File: config.mk
export PLATFORM = sky130hd
export DESIGN_NAME = if_stage_bp_flat
export DESIGN_NICKNAME = d
export VERILOG_FILES = /design/src/rtl/if_stage_bp_pkg.sv /design/src/rtl/if_stage_bp_if.sv /design/src/rtl/if_btb.sv /design/src/rtl/if_stage_bp.sv /design/src/flat_wrapper.sv
export SDC_FILE = /design/constraint.sdc
export NUM_CORES = 1
export LEC_CHECK = 0
export CAP_MARGIN = 0
export CORE_ASPECT_RATIO = 1.75
export CORE_UTILIZATION = 60
export CTS_CLUSTER_DIAMETER = 50
export DETAILED_ROUTE_END_ITERATION = 6
export DONT_BUFFER_PORTS = 1
export PLACE_DENSITY_LB_ADDON = 0.05
export SYNTH_ARGS = -nofsm -noshare
export SYNTH_HDL_FRONTEND = slang
export SYNTH_SLANG_ARGS = --single-unit
File: constraint.sdc
create_clock -name clk -period 5.62 [get_ports clk]
set_clock_uncertainty 0.2 [all_clocks]
set_input_delay 0.562 -clock clk [delete_from_list [all_inputs] [get_ports clk]]
set_output_delay 0.562 -clock clk [all_outputs]
set_load 0.05 [all_outputs]
File: src/rtl/if_stage_bp_pkg.sv
// Shared definitions for the branch-predicting fetch stage: reset PC, counter
// encodings, IF-to-IPD payload and index-width derivation.
package if_stage_bp_pkg;

    localparam int          PC_W            = 32;
    localparam logic [31:0] RESET_PC_DEF    = 32'h1c000000;
    localparam int          BTB_ENTRIES_DEF = 16;
    localparam int          TAG_W_DEF       = 8;

    typedef enum logic [1:0] {
        CNT_SNT = 2'd0,
        CNT_WNT = 2'd1,
        CNT_WT  = 2'd2,
        CNT_ST  = 2'd3
    } cnt_e;

    typedef struct packed {
        logic [PC_W-1:0] pred_pc;
        logic [PC_W-1:0] pc;
        logic            pred_taken;
    } if_ipd_t;

    function automatic int idx_w(input int entries);
        return $clog2(entries);
    endfunction

    function automatic cnt_e cnt_inc(input cnt_e c);
        return (c == CNT_ST) ? CNT_ST : cnt_e'(c + 2'd1);
    endfunction

    function automatic cnt_e cnt_dec(input cnt_e c);
        return (c == CNT_SNT) ? CNT_SNT : cnt_e'(c - 2'd1);
    endfunction

endpackage

File: src/rtl/if_stage_bp_if.sv
// Fetch-stage bus: redirect, BTB training, instruction RAM and IF-to-IPD handshake.
// master = the fetch stage, slave = its surroundings.
interface if_stage_bp_if;
    import if_stage_bp_pkg::*;

    logic            redirect_valid;
    logic [PC_W-1:0] redirect_pc;
    logic            upd_valid;
    logic [PC_W-1:0] upd_pc;
    logic            upd_taken;
    logic [PC_W-1:0] upd_target;
    logic            inst_ram_en;
    logic [PC_W-1:0] inst_ram_addr;
    logic [3:0]      inst_ram_w_en;
    logic [PC_W-1:0] inst_ram_w_data;
    logic            IPD_allow_in;
    logic            IF_to_IPD_valid;
    logic [PC_W-1:0] IF_to_IPD_pc;
    logic [PC_W-1:0] IF_to_IPD_pred_pc;
    logic            IF_to_IPD_pred_taken;

    modport master (
        input  redirect_valid, redirect_pc, upd_valid, upd_pc, upd_taken, upd_target,
        input  IPD_allow_in,
        output inst_ram_en, inst_ram_addr, inst_ram_w_en, inst_ram_w_data,
        output IF_to_IPD_valid, IF_to_IPD_pc, IF_to_IPD_pred_pc, IF_to_IPD_pred_taken
    );

    modport slave (
        output redirect_valid, redirect_pc, upd_valid, upd_pc, upd_taken, upd_target,
        output IPD_allow_in,
        input  inst_ram_en, inst_ram_addr, inst_ram_w_en, inst_ram_w_data,
        input  IF_to_IPD_valid, IF_to_IPD_pc, IF_to_IPD_pred_pc, IF_to_IPD_pred_taken
    );

endinterface

File: src/rtl/if_btb.sv
// Direct-mapped BTB with combinational lookup and registered training.
// IF_BHT_COUNTER_EN adds 2-bit saturating direction counters; without it a hit predicts taken.
module if_btb
    import if_stage_bp_pkg::*;
#(
    parameter int BTB_ENTRIES = BTB_ENTRIES_DEF,
    parameter int TAG_W       = TAG_W_DEF
) (
    input  logic            clk,
    input  logic            reset,
    input  logic [PC_W-1:0] i_lk_pc,
    output logic            o_pred_taken,
    output logic [PC_W-1:0] o_target,
    input  logic            i_upd_valid,
    input  logic [PC_W-1:0] i_upd_pc,
    input  logic            i_upd_taken,
    input  logic [PC_W-1:0] i_upd_target
);
    localparam int IDX_W = idx_w(BTB_ENTRIES);

    logic [BTB_ENTRIES-1:0] r_valid;
    logic [TAG_W-1:0]       r_tag    [BTB_ENTRIES];
    logic [PC_W-1:0]        r_target [BTB_ENTRIES];

    logic [IDX_W-1:0] w_lidx, w_uidx;
    logic [TAG_W-1:0] w_ltag, w_utag;
    logic             w_lhit, w_uhit;
    logic             w_unused;

    assign w_lidx   = i_lk_pc[IDX_W+1:2];
    assign w_ltag   = i_lk_pc[IDX_W+2 +: TAG_W];
    assign w_uidx   = i_upd_pc[IDX_W+1:2];
    assign w_utag   = i_upd_pc[IDX_W+2 +: TAG_W];
    assign w_lhit   = r_valid[w_lidx] & (r_tag[w_lidx] == w_ltag);
    assign w_uhit   = r_valid[w_uidx] & (r_tag[w_uidx] == w_utag);
    assign o_target = r_target[w_lidx];
    assign w_unused = ^{i_lk_pc, i_upd_pc};

`ifdef IF_BHT_COUNTER_EN
    cnt_e r_cnt [BTB_ENTRIES];
    cnt_e w_lcnt;

    assign w_lcnt       = r_cnt[w_lidx];
    assign o_pred_taken = w_lhit & ((w_lcnt == CNT_WT) | (w_lcnt == CNT_ST));
`else
    assign o_pred_taken = w_lhit;
`endif

    // Only valid bits and counters need reset; tag/target are qualified by valid.
    always_ff @(posedge clk or posedge reset) begin
        if (reset) begin
            r_valid <= '0;
`ifdef IF_BHT_COUNTER_EN
            for (int i = 0; i < BTB_ENTRIES; i++) r_cnt[i] <= CNT_WNT;
`endif
        end else if (i_upd_valid) begin
`ifdef IF_BHT_COUNTER_EN
            if (w_uhit) begin
                r_cnt[w_uidx] <= i_upd_taken ? cnt_inc(r_cnt[w_uidx]) : cnt_dec(r_cnt[w_uidx]);
            end else if (i_upd_taken) begin
                r_valid[w_uidx] <= 1'b1;
                r_cnt[w_uidx]   <= CNT_WT;
            end
`else
            if (i_upd_taken)  r_valid[w_uidx] <= 1'b1;
            else if (w_uhit)  r_valid[w_uidx] <= 1'b0;
`endif
        end
    end

    // A taken resolve either refreshes the target of a hit or allocates the slot.
    always_ff @(posedge clk) begin
        if (i_upd_valid && i_upd_taken) begin
            r_tag[w_uidx]    <= w_utag;
            r_target[w_uidx] <= i_upd_target;
        end
    end

endmodule

File: src/rtl/if_stage_bp.sv
// Fetch stage with BTB-based next-PC prediction and redirect override.
// Define IF_BHT_COUNTER_EN to enable 2-bit direction counters in the BTB.
module if_stage_bp
    import if_stage_bp_pkg::*;
#(
    parameter int          BTB_ENTRIES = BTB_ENTRIES_DEF,
    parameter int          TAG_W       = TAG_W_DEF,
    parameter logic [31:0] RESET_PC    = RESET_PC_DEF
) (
    input  logic          clk,
    input  logic          reset,
    if_stage_bp_if.master bus
);
    logic [PC_W-1:0] r_pc;
    logic            r_valid;

    logic            w_allow_in;
    logic            w_pred_taken;
    logic [PC_W-1:0] w_target;
    logic [PC_W-1:0] w_pred_pc;
    logic [PC_W-1:0] w_next_pc;
    if_ipd_t         w_out;

    if_btb #(
        .BTB_ENTRIES (BTB_ENTRIES),
        .TAG_W       (TAG_W)
    ) u_btb (
        .clk          (clk),
        .reset        (reset),
        .i_lk_pc      (r_pc),
        .o_pred_taken (w_pred_taken),
        .o_target     (w_target),
        .i_upd_valid  (bus.upd_valid),
        .i_upd_pc     (bus.upd_pc),
        .i_upd_taken  (bus.upd_taken),
        .i_upd_target (bus.upd_target)
    );

    assign w_allow_in = ~r_valid | bus.IPD_allow_in;
    assign w_pred_pc  = w_pred_taken ? w_target : r_pc + 32'd4;
    assign w_next_pc  = bus.redirect_valid ? bus.redirect_pc : w_pred_pc;

    // RAM is only read when the fetch will be consumed, so a stall keeps its word.
    assign bus.inst_ram_en     = ~reset & (w_allow_in | bus.redirect_valid);
    assign bus.inst_ram_addr   = w_next_pc;
    assign bus.inst_ram_w_en   = 4'b0;
    assign bus.inst_ram_w_data = '0;

    assign w_out = '{pred_pc: w_pred_pc, pc: r_pc, pred_taken: w_pred_taken};
    assign bus.IF_to_IPD_valid      = r_valid;
    assign bus.IF_to_IPD_pc         = w_out.pc;
    assign bus.IF_to_IPD_pred_pc    = w_out.pred_pc;
    assign bus.IF_to_IPD_pred_taken = w_out.pred_taken;

    always_ff @(posedge clk or posedge reset) begin
        if (reset) begin
            r_pc    <= RESET_PC - 32'd4;
            r_valid <= 1'b0;
        end else if (bus.redirect_valid) begin
            r_pc    <= bus.redirect_pc;
            r_valid <= 1'b1;
        end else if (w_allow_in) begin
            r_pc    <= w_pred_pc;
            r_valid <= 1'b1;
        end
    end

endmodule

File: src/flat_wrapper.sv
// flat-port wrapper written by rule: the top's interface ports become plain ports
module if_stage_bp_flat import if_stage_bp_pkg::*;
#(
    parameter int          BTB_ENTRIES = BTB_ENTRIES_DEF,
    parameter int          TAG_W       = TAG_W_DEF,
    parameter logic [31:0] RESET_PC    = RESET_PC_DEF
)
  (clk, reset, bus_redirect_valid, bus_redirect_pc, bus_upd_valid, bus_upd_pc, bus_upd_taken, bus_upd_target, bus_IPD_allow_in, bus_inst_ram_en, bus_inst_ram_addr, bus_inst_ram_w_en, bus_inst_ram_w_data, bus_IF_to_IPD_valid, bus_IF_to_IPD_pc, bus_IF_to_IPD_pred_pc, bus_IF_to_IPD_pred_taken);
  if_stage_bp_if bus_i ();
  input  logic clk;
  input  logic reset;
  input wire logic [$bits(bus_i.redirect_valid)-1:0] bus_redirect_valid;
  input wire logic [$bits(bus_i.redirect_pc)-1:0] bus_redirect_pc;
  input wire logic [$bits(bus_i.upd_valid)-1:0] bus_upd_valid;
  input wire logic [$bits(bus_i.upd_pc)-1:0] bus_upd_pc;
  input wire logic [$bits(bus_i.upd_taken)-1:0] bus_upd_taken;
  input wire logic [$bits(bus_i.upd_target)-1:0] bus_upd_target;
  input wire logic [$bits(bus_i.IPD_allow_in)-1:0] bus_IPD_allow_in;
  output wire logic [$bits(bus_i.inst_ram_en)-1:0] bus_inst_ram_en;
  output wire logic [$bits(bus_i.inst_ram_addr)-1:0] bus_inst_ram_addr;
  output wire logic [$bits(bus_i.inst_ram_w_en)-1:0] bus_inst_ram_w_en;
  output wire logic [$bits(bus_i.inst_ram_w_data)-1:0] bus_inst_ram_w_data;
  output wire logic [$bits(bus_i.IF_to_IPD_valid)-1:0] bus_IF_to_IPD_valid;
  output wire logic [$bits(bus_i.IF_to_IPD_pc)-1:0] bus_IF_to_IPD_pc;
  output wire logic [$bits(bus_i.IF_to_IPD_pred_pc)-1:0] bus_IF_to_IPD_pred_pc;
  output wire logic [$bits(bus_i.IF_to_IPD_pred_taken)-1:0] bus_IF_to_IPD_pred_taken;
  assign bus_i.redirect_valid = bus_redirect_valid;
  assign bus_i.redirect_pc = bus_redirect_pc;
  assign bus_i.upd_valid = bus_upd_valid;
  assign bus_i.upd_pc = bus_upd_pc;
  assign bus_i.upd_taken = bus_upd_taken;
  assign bus_i.upd_target = bus_upd_target;
  assign bus_i.IPD_allow_in = bus_IPD_allow_in;
  assign bus_inst_ram_en = bus_i.inst_ram_en;
  assign bus_inst_ram_addr = bus_i.inst_ram_addr;
  assign bus_inst_ram_w_en = bus_i.inst_ram_w_en;
  assign bus_inst_ram_w_data = bus_i.inst_ram_w_data;
  assign bus_IF_to_IPD_valid = bus_i.IF_to_IPD_valid;
  assign bus_IF_to_IPD_pc = bus_i.IF_to_IPD_pc;
  assign bus_IF_to_IPD_pred_pc = bus_i.IF_to_IPD_pred_pc;
  assign bus_IF_to_IPD_pred_taken = bus_i.IF_to_IPD_pred_taken;
  if_stage_bp #(.BTB_ENTRIES(BTB_ENTRIES), .TAG_W(TAG_W), .RESET_PC(RESET_PC)) u_core (.clk(clk), .reset(reset), .bus(bus_i));
endmodule
== Word-level counts from Yosys, hierarchy flattened ==
Memories as Yosys holds them, arrays and structs flattened.
Index checks and enable logic that the tools add are counted.

* Input port bits: 102
* Flip-flop bits (word level): 49
* Bits in writable memories: 640
* Word-level logic and storage cells: 42
* Memories: 2
* Output and inout bits: 135

{| class="wikitable"
|+ Memories
! name !! words !! bits a word !! read ports !! clocked after Yosys merged registers in !! write ports !! RTL line !! RTL
|-
| u_core.u_btb.r_target || 16 || 32 || 1 || 0 || 1 || if_btb.sv:23 || <nowiki>logic [PC_W-1:0] r_target [BTB_ENTRIES];</nowiki>
|-
| u_core.u_btb.r_tag || 16 || 8 || 2 || 0 || 1 || if_btb.sv:22 || <nowiki>logic [TAG_W-1:0] r_tag [BTB_ENTRIES];</nowiki>
|}

* Bitwise logic cells: 10
* Equality and inequality tests: 2
* Muxes and demuxes: 16
* Reduce and logical (&&, ||, !) cells: 5
* Add/subtract/negate cells: 1
* Magnitude comparators: 3

{| class="wikitable"
|+ Operators by type and width
! cell !! number
|-
| 32-bit 2-to-1 mux || 4
|-
| 32-bit by 3-bit adder with 32-bit output, second input constant || 1
|-
| 16-bit 2-to-1 mux || 2
|-
| 16-bit bitwise AND || 1
|-
| 8-bit == test || 2
|-
| 16-bit inverter || 1
|-
| 16-bit OR || 1
|-
| 4-bit by 5-bit < comparator with 1-bit output, second input constant || 2
|-
| 1-bit binary-select mux with 4-bit select || 2
|-
| 1-bit 2-to-1 mux || 7
|-
| 1-bit demux with 4-bit select || 1
|-
| 4-bit by 1-bit >= comparator with 1-bit output, second input constant || 1
|-
| 2-bit nonzero test || 2
|-
| 1-bit bitwise AND || 3
|-
| 1-bit logical AND || 2
|-
| 1-bit inverter || 2
|-
| 1-bit OR || 2
|-
| 2-bit AND reduction || 1
|}

== Depth between registers and ports, before layout ==
* Word-level depth: 8
* Mapped depth: 14
* Gate-level depth less buffers: 8

== By module ==
Synthesis repeated with hierarchy kept, for this count alone.

* Cell total of the unflattened synthesis: 1546
* Area total of the unflattened synthesis: 29891.2 um2

{| class="wikitable"
|+ By module, submodules not included
! module !! cells an instance !! times used !! seq. area each (um2) !! area each (um2)
|-
| if_btb || 1130 || 1 || 19618.8 || 26444.1
|-
| if_stage_bp || 416 || 1 || 858.3 || 3447.1
|}

== Worst setup path before layout ==
Ideal clock, no wire load.

* Kind: register to output
* Start: register u_core.r_pc[2] (netlist: u_core.bus.IF_to_IPD_pc[2])
* End: output port bus_inst_ram_addr[30]
* Cell stages (with the launch flop): 11
* Path buffers: 3
* Arrival time: 3782 ps
* Setup slack: 1076 ps
* Data required time: 4858 ps
* Path through: dfstp_2 buf_6 mux4_2 xor2_1 o31a_1 a31oi_1 and4_1 buf_6 buf_2 a21oi_1 o31ai_1

* Cells in the longest elaborated chain, start to end: 5
* Elaborated cells on any way between the ends: 9
* Those cells by class: 1 x add/sub; 1 x eq/ne; 4 x mux; 1 x bitwise; 2 x memory

{| class="wikitable"
|+ Ends and longest elaborated chain
! what !! RTL line !! RTL
|-
| from (decl) || if_stage_bp.sv:14 || <nowiki>logic [PC_W-1:0] r_pc;</nowiki>
|-
| from (signal assigned) || if_stage_bp.sv:57 || <nowiki>r_pc <= RESET_PC - 32'd4;</nowiki>
|-
| from (signal assigned) || if_stage_bp.sv:60 || <nowiki>r_pc <= bus.redirect_pc;</nowiki>
|-
| from (signal assigned) || if_stage_bp.sv:63 || <nowiki>r_pc <= w_pred_pc;</nowiki>
|-
| memory read 16 x 8 bit or 1-bit binary-select mux with 4-bit select (tied branches) || n/a ||
|-
| 8-bit == test or 1-bit 2-to-1 mux (tied branches) || if_btb.sv:34 || <nowiki>assign w_lhit = r_valid[w_lidx] & (r_tag[w_lidx] == w_ltag);</nowiki>
|-
| 1-bit bitwise AND || if_btb.sv:34 ||
|-
| 32-bit 2-to-1 mux * || if_stage_bp.sv:40 || <nowiki>assign w_pred_pc = w_pred_taken ? w_target : r_pc + 32'd4;</nowiki>
|-
| 32-bit 2-to-1 mux * || if_stage_bp.sv:41 || <nowiki>assign w_next_pc = bus.redirect_valid ? bus.redirect_pc : w_pred_pc;</nowiki>
|-
| to (decl) || flat_wrapper.sv:20 || <nowiki>output wire logic [$bits(bus_i.inst_ram_addr)-1:0] bus_inst_ram_addr;</nowiki>
|}

Mark *: on every way between the ends. The rest lies on a longest branch, timed or not. The select of a mux whose other input is x is not followed.

== Worst setup path in the final report ==
* Start: register u_core.r_pc[2] (netlist: u_core.bus.IF_to_IPD_pc[2])
* End: output port bus_IF_to_IPD_pred_pc[0]

* Cells in the longest elaborated chain, start to end: 4
* Elaborated cells on any way between the ends: 7
* Those cells by class: 1 x eq/ne; 3 x mux; 1 x bitwise; 2 x memory

{| class="wikitable"
|+ Ends and longest elaborated chain
! what !! RTL line !! RTL
|-
| memory read 16 x 8 bit or 1-bit binary-select mux with 4-bit select (tied branches) || n/a ||
|-
| 8-bit == test or 1-bit 2-to-1 mux (tied branches) || if_btb.sv:34 ||
|-
| 1-bit bitwise AND || if_btb.sv:34 ||
|-
| 32-bit 2-to-1 mux * || if_stage_bp.sv:40 ||
|-
| to (decl) || flat_wrapper.sv:25 || <nowiki>output wire logic [$bits(bus_i.IF_to_IPD_pred_pc)-1:0] bus_IF_to_IPD_pred_pc;</nowiki>
|}

Marked as above.

==> reports/qor.json <==
{
  "outcome": {"value": "complete, no violations"},
  "cp_num_buf_inv": {"value": 2},
  "regArea": {"value": 20500, "unit": "sq um"},
  "internal_power": {"value": 0.00931, "unit": "W"},
  "timing.final.setup_violations": {"value": 0},
  "cells_along_the_critical_path": {"value": "mux4_2 > xnor2_1 > a21oi_1 > o22ai_1 > and4_2 > buf_12 > nand2_2 > inv_1 > mux2_2"},
  "routedWlPerCell": {"value": 31.2, "unit": "microns"},
  "yosys_register_bits": {"value": 689},
  "critical_path.slowest_cell": {"value": "sky130_fd_sc_hd__dfstp_4"},
  "max_slew.worst_pin.slew": {"value": 1.16, "unit": "ns"},
  "detailedPlacementHpwl": {"value": 46400, "unit": "microns"},
  "floorplan.core_area": {"value": 49600, "unit": "sq um"},
  "number_of_cts_inserted_buffers": {"value": 59},
  "rows": {"value": 108},
  "grt_max_degree": {"value": 78},
  "yosys-top-cells-area": {"value": "sky130_fd_sc_hd__edfxtp_1 (64%), sky130_fd_sc_hd__mux4_2 (18%), sky130_fd_sc_hd__dfstp_2 (2.3%)"},
  "dp_slack": {"value": 0.801, "unit": "ns"},
  "most_repeated_cell_in_the_gate_level_netlist_after_synthesis": {"value": "sky130_fd_sc_hd__edfxtp_1"},
  "cts.root.buffer_cell": {"value": "sky130_fd_sc_hd__clkbuf_16"},
  "htree_num_levels": {"value": 2},
  "sequential_fraction_of_the_synthesis_area": {"value": 67.8, "unit": "%"},
  "critPathCaptureType": {"value": "primary output"},
  "pwr-share-comb": {"value": 19.5, "unit": "%"},
  "power_frac_seq": {"value": 47.0, "unit": "%"},
  "setup_ws": {"value": 0.141, "unit": "ns"},
  "global_route_wire_length_before_repair": {"value": 113000, "unit": "microns"},
  "syn_area_per_cell": {"value": 18.1, "unit": "sq um"},
  "cts_tree": {"value": "built"},
  "chipHeight": {"value": 299, "unit": "microns"},
  "postSynthCellCount": {"value": 1668},
  "timing_worst_setup_path_type": {"value": "flop to primary output"},
  "clock_latency_on_the_worst_skew_pair": {"value": 0.61, "unit": "ns"},
  "power.clock.fraction": {"value": 33.4, "unit": "%"},
  "start_util": {"value": 60.9, "unit": "%"},
  "detail-route-antenna-nets": {"value": 0},
  "netlist_area": {"value": 30200, "unit": "sq um"},
  "critical_path_s_largest_stage_delay": {"value": 1.01, "unit": "ns"},
  "cp_max_fo": {"value": 50},
  "io_buffer_count": {"value": 0},
  "power.ir.vdd_worst": {"value": 0.000278, "unit": "V"},
  "ys_dominant_reg_cell": {"value": "sky130_fd_sc_hd__edfxtp_1"},
  "layout-area-overhead-vs-synth": {"value": 13.4, "unit": "%"},
  "timing.max_slew.rel_slack": {"value": 22.7, "unit": "%"},
  "min-delay-path-class": {"value": "primary input to flop"},
  "drt_pre_antenna_iters": {"value": 6},
  "die_w": {"value": 172, "unit": "microns"},
  "grt_pass1_vias": {"value": 17300},
  "slew_violations": {"value": 0},
  "num-fill-cells": {"value": 3266},
  "number_of_enable_flip_flop_cells_after_synthesis": {"value": 640},
  "synth_top_cells_by_count": {"value": "sky130_fd_sc_hd__edfxtp_1 (640), sky130_fd_sc_hd__mux4_2 (239), sky130_fd_sc_hd__nand2_1 (82)"},
  "vias_per_cell": {"value": 6.78},
  "rsz0062_at_grt": {"value": "false"},
  "total_switching_power": {"value": 0.00357, "unit": "W"},
  "leakage": {"value": 11.1, "unit": "nW"},
  "maxClockFrequency": {"value": 0.183, "unit": "GHz"},
  "grt.overflow.total": {"value": 0},
  "io_pins": {"value": 237},
  "totalWireLength": {"value": 78000, "unit": "microns"},
  "worstPathRequired": {"value": 4.86, "unit": "ns"},
  "netlist.top_cell.by_area": {"value": "sky130_fd_sc_hd__edfxtp_1"},
  "clkSinkCount": {"value": 689},
  "timing.final.hold_violations": {"value": 0},
  "overall_die_area": {"value": 51300, "unit": "sq um"},
  "cp.arrival": {"value": 4.72, "unit": "ns"},
  "critical-path-top-delay-family": {"value": "multiplexers"},
  "route.detailed.drc": {"value": 0},
  "timing.setup.tns": {"value": 0, "unit": "ns"},
  "net_switching_fraction_of_the_power": {"value": 27.7, "unit": "%"},
  "global_route.usage.total": {"value": 31.3, "unit": "%"},
  "power_density": {"value": 376, "unit": "nW/um^2"},
  "drt_first_iter_violations": {"value": 1626},
  "clockBufferDepth": {"value": 3},
  "final.period_utilization": {"value": 97.5, "unit": "%"},
  "final.min_clock_period": {"value": 5.48, "unit": "ns"},
  "gp_congestion": {"value": 0.836},
  "yosys.area.top_type_share": {"value": 63.7, "unit": "%"},
  "post_route_cells_drive_above_1_share": {"value": 26.9, "unit": "%"},
  "max-cap-violations": {"value": 0},
  "final_net_count": {"value": 1893},
  "antenna_found_initial": {"value": 3},
  "postSynth.asyncResetShare": {"value": 7.11, "unit": "%"},
  "critical_path.startpoint_type": {"value": "flop"},
  "fin_total_pwr": {"value": 0.0129, "unit": "W"},
  "worst_setup_hold_path_clk_slew": {"value": 0.07, "unit": "ns"},
  "postLayoutCoreUtil": {"value": 69.1, "unit": "%"},
  "multiInputGateArea": {"value": 9130, "unit": "sq um"},
  "synth_cell_types": {"value": 55},
  "yosys_warnings": {"value": 0},
  "dr_total_vias": {"value": 17000}
}
-- area by class of cell --
type                       count  share of cell area (%)
inverter                       7                  0.0767
clock inverter                34                    1.33
clock buffer                  78                    4.67
antenna                        2                  0.0146
multi-input combinational    850                    26.7
sequential                   689                    59.8
timing repair buffer         183                    5.00
tap                          660                    2.41
-- placed cells by master (no fill, tap or decap), types with 16 or more instances in the layout --
cell and instances:
sky130_fd_sc_hd__o21ai_0 19, sky130_fd_sc_hd__mux4_2 239, sky130_fd_sc_hd__nor2_1 59, sky130_fd_sc_hd__buf_4 88, sky130_fd_sc_hd__nor3_1 39, sky130_fd_sc_hd__edfxtp_1 640
sky130_fd_sc_hd__dfstp_2 22, sky130_fd_sc_hd__nor2_4 17, sky130_fd_sc_hd__xnor2_1 26, sky130_fd_sc_hd__a31oi_1 25, sky130_fd_sc_hd__dlygate4sd3_1 85, sky130_fd_sc_hd__nand3_1 37
sky130_fd_sc_hd__dfrtp_1 23, sky130_fd_sc_hd__nand4_1 32, sky130_fd_sc_hd__xor2_1 29, sky130_fd_sc_hd__clkbuf_16 60, sky130_fd_sc_hd__and3_1 16, sky130_fd_sc_hd__nand2_1 82
sky130_fd_sc_hd__mux2i_1 16, sky130_fd_sc_hd__a21oi_1 37, sky130_fd_sc_hd__conb_1 37
-- worst min-delay path, cell delays in order --
cell	delay, ns
sky130_fd_sc_hd__nand2_1	0.06
sky130_fd_sc_hd__nand2_1	0.07
sky130_fd_sc_hd__or3_1	0.10
-- metal layers --
metal | vias to the layer above | share of wire (%) | track usage (%)
li1 | 6991 | - | -
met5 | - | 0 | 0
met3 | 173 | 7.9 | 5.44
met4 | 0 | 3.7 | 11.5
met2 | 904 | 52 | 53.4
met1 | 8894 | 36 | 40.3
-- what timing repair did --
item,4_1_cts,5_1_grt
resized for setup,0,1
endpoints found under the setup margin,0,3
endpoints found under the hold margin,688,0
hold buffers,85,0
buffers inserted,0,0
-- stage by stage --
step	cell area, sq um	instances	hold WS [ns]
finish	34200	2503	0.0264
global route	34200	2502	0.0364
CTS	34200	2501	0.00241
detailed placement	31300	2304	0.368
global placement	31300	2304	0.346
floorplan	30300	1703	0.330
-- registers in the layout, indices dropped and copies added, names as in the netlist, named ones only --
signal / flops
u_core.bus.IF_to_IPD_pc: 32
u_core.u_btb.r_target: 512
u_core.bus.IF_to_IPD_valid: 1
u_core.u_btb.r_tag: 128
-- final timing paths --
kind,start,endpoint,slack (ns),depth (start not counted)
worst max register to register,u_core.bus.IF_to_IPD_pc[2],u_core.bus.IF_to_IPD_pc[9],1.05,9
worst max-delay path,u_core.bus.IF_to_IPD_pc[2],bus_IF_to_IPD_pred_pc[0],0.14,9
min in group asynchronous,reset,asynchronous set/reset pin,0.46,3
worst min-delay path,bus_redirect_valid,u_core.bus.IF_to_IPD_pc[20],0.03,3
max in group asynchronous,reset,u_core.bus.IF_to_IPD_pc[1],4.24,3
worst min register to register,flop,flop,0.38,2
-- power groups by stage --
stage / Combinational, W / Clock [W] / Sequential, W
2_1_floorplan: 0.00194 / 0 / 0.00602
3_3_place_gp: 0.00240 / 0 / 0.00616
3_5_place_dp: 0.00241 / 0 / 0.00617
4_1_cts: 0.00253 / 0.00435 / 0.00606
5_1_grt: 0.00265 / 0.00451 / 0.00607
6_report: 0.00252 / 0.00431 / 0.00606
-- cells by family after synthesis --
group	count (synthesis)	share of synthesized area (%)
adders and majority gates	1	0.0414
buffers and inverters	164	3.10
AOI/OAI and AO/OA	153	3.32
muxes	257	18.4
and+or+nand+nor	347	5.65
other	2	0.0249
DFF	689	67.8
xor gates and xnor gates	55	1.60
No activity file was read; power rests on OpenSTA's default activity.
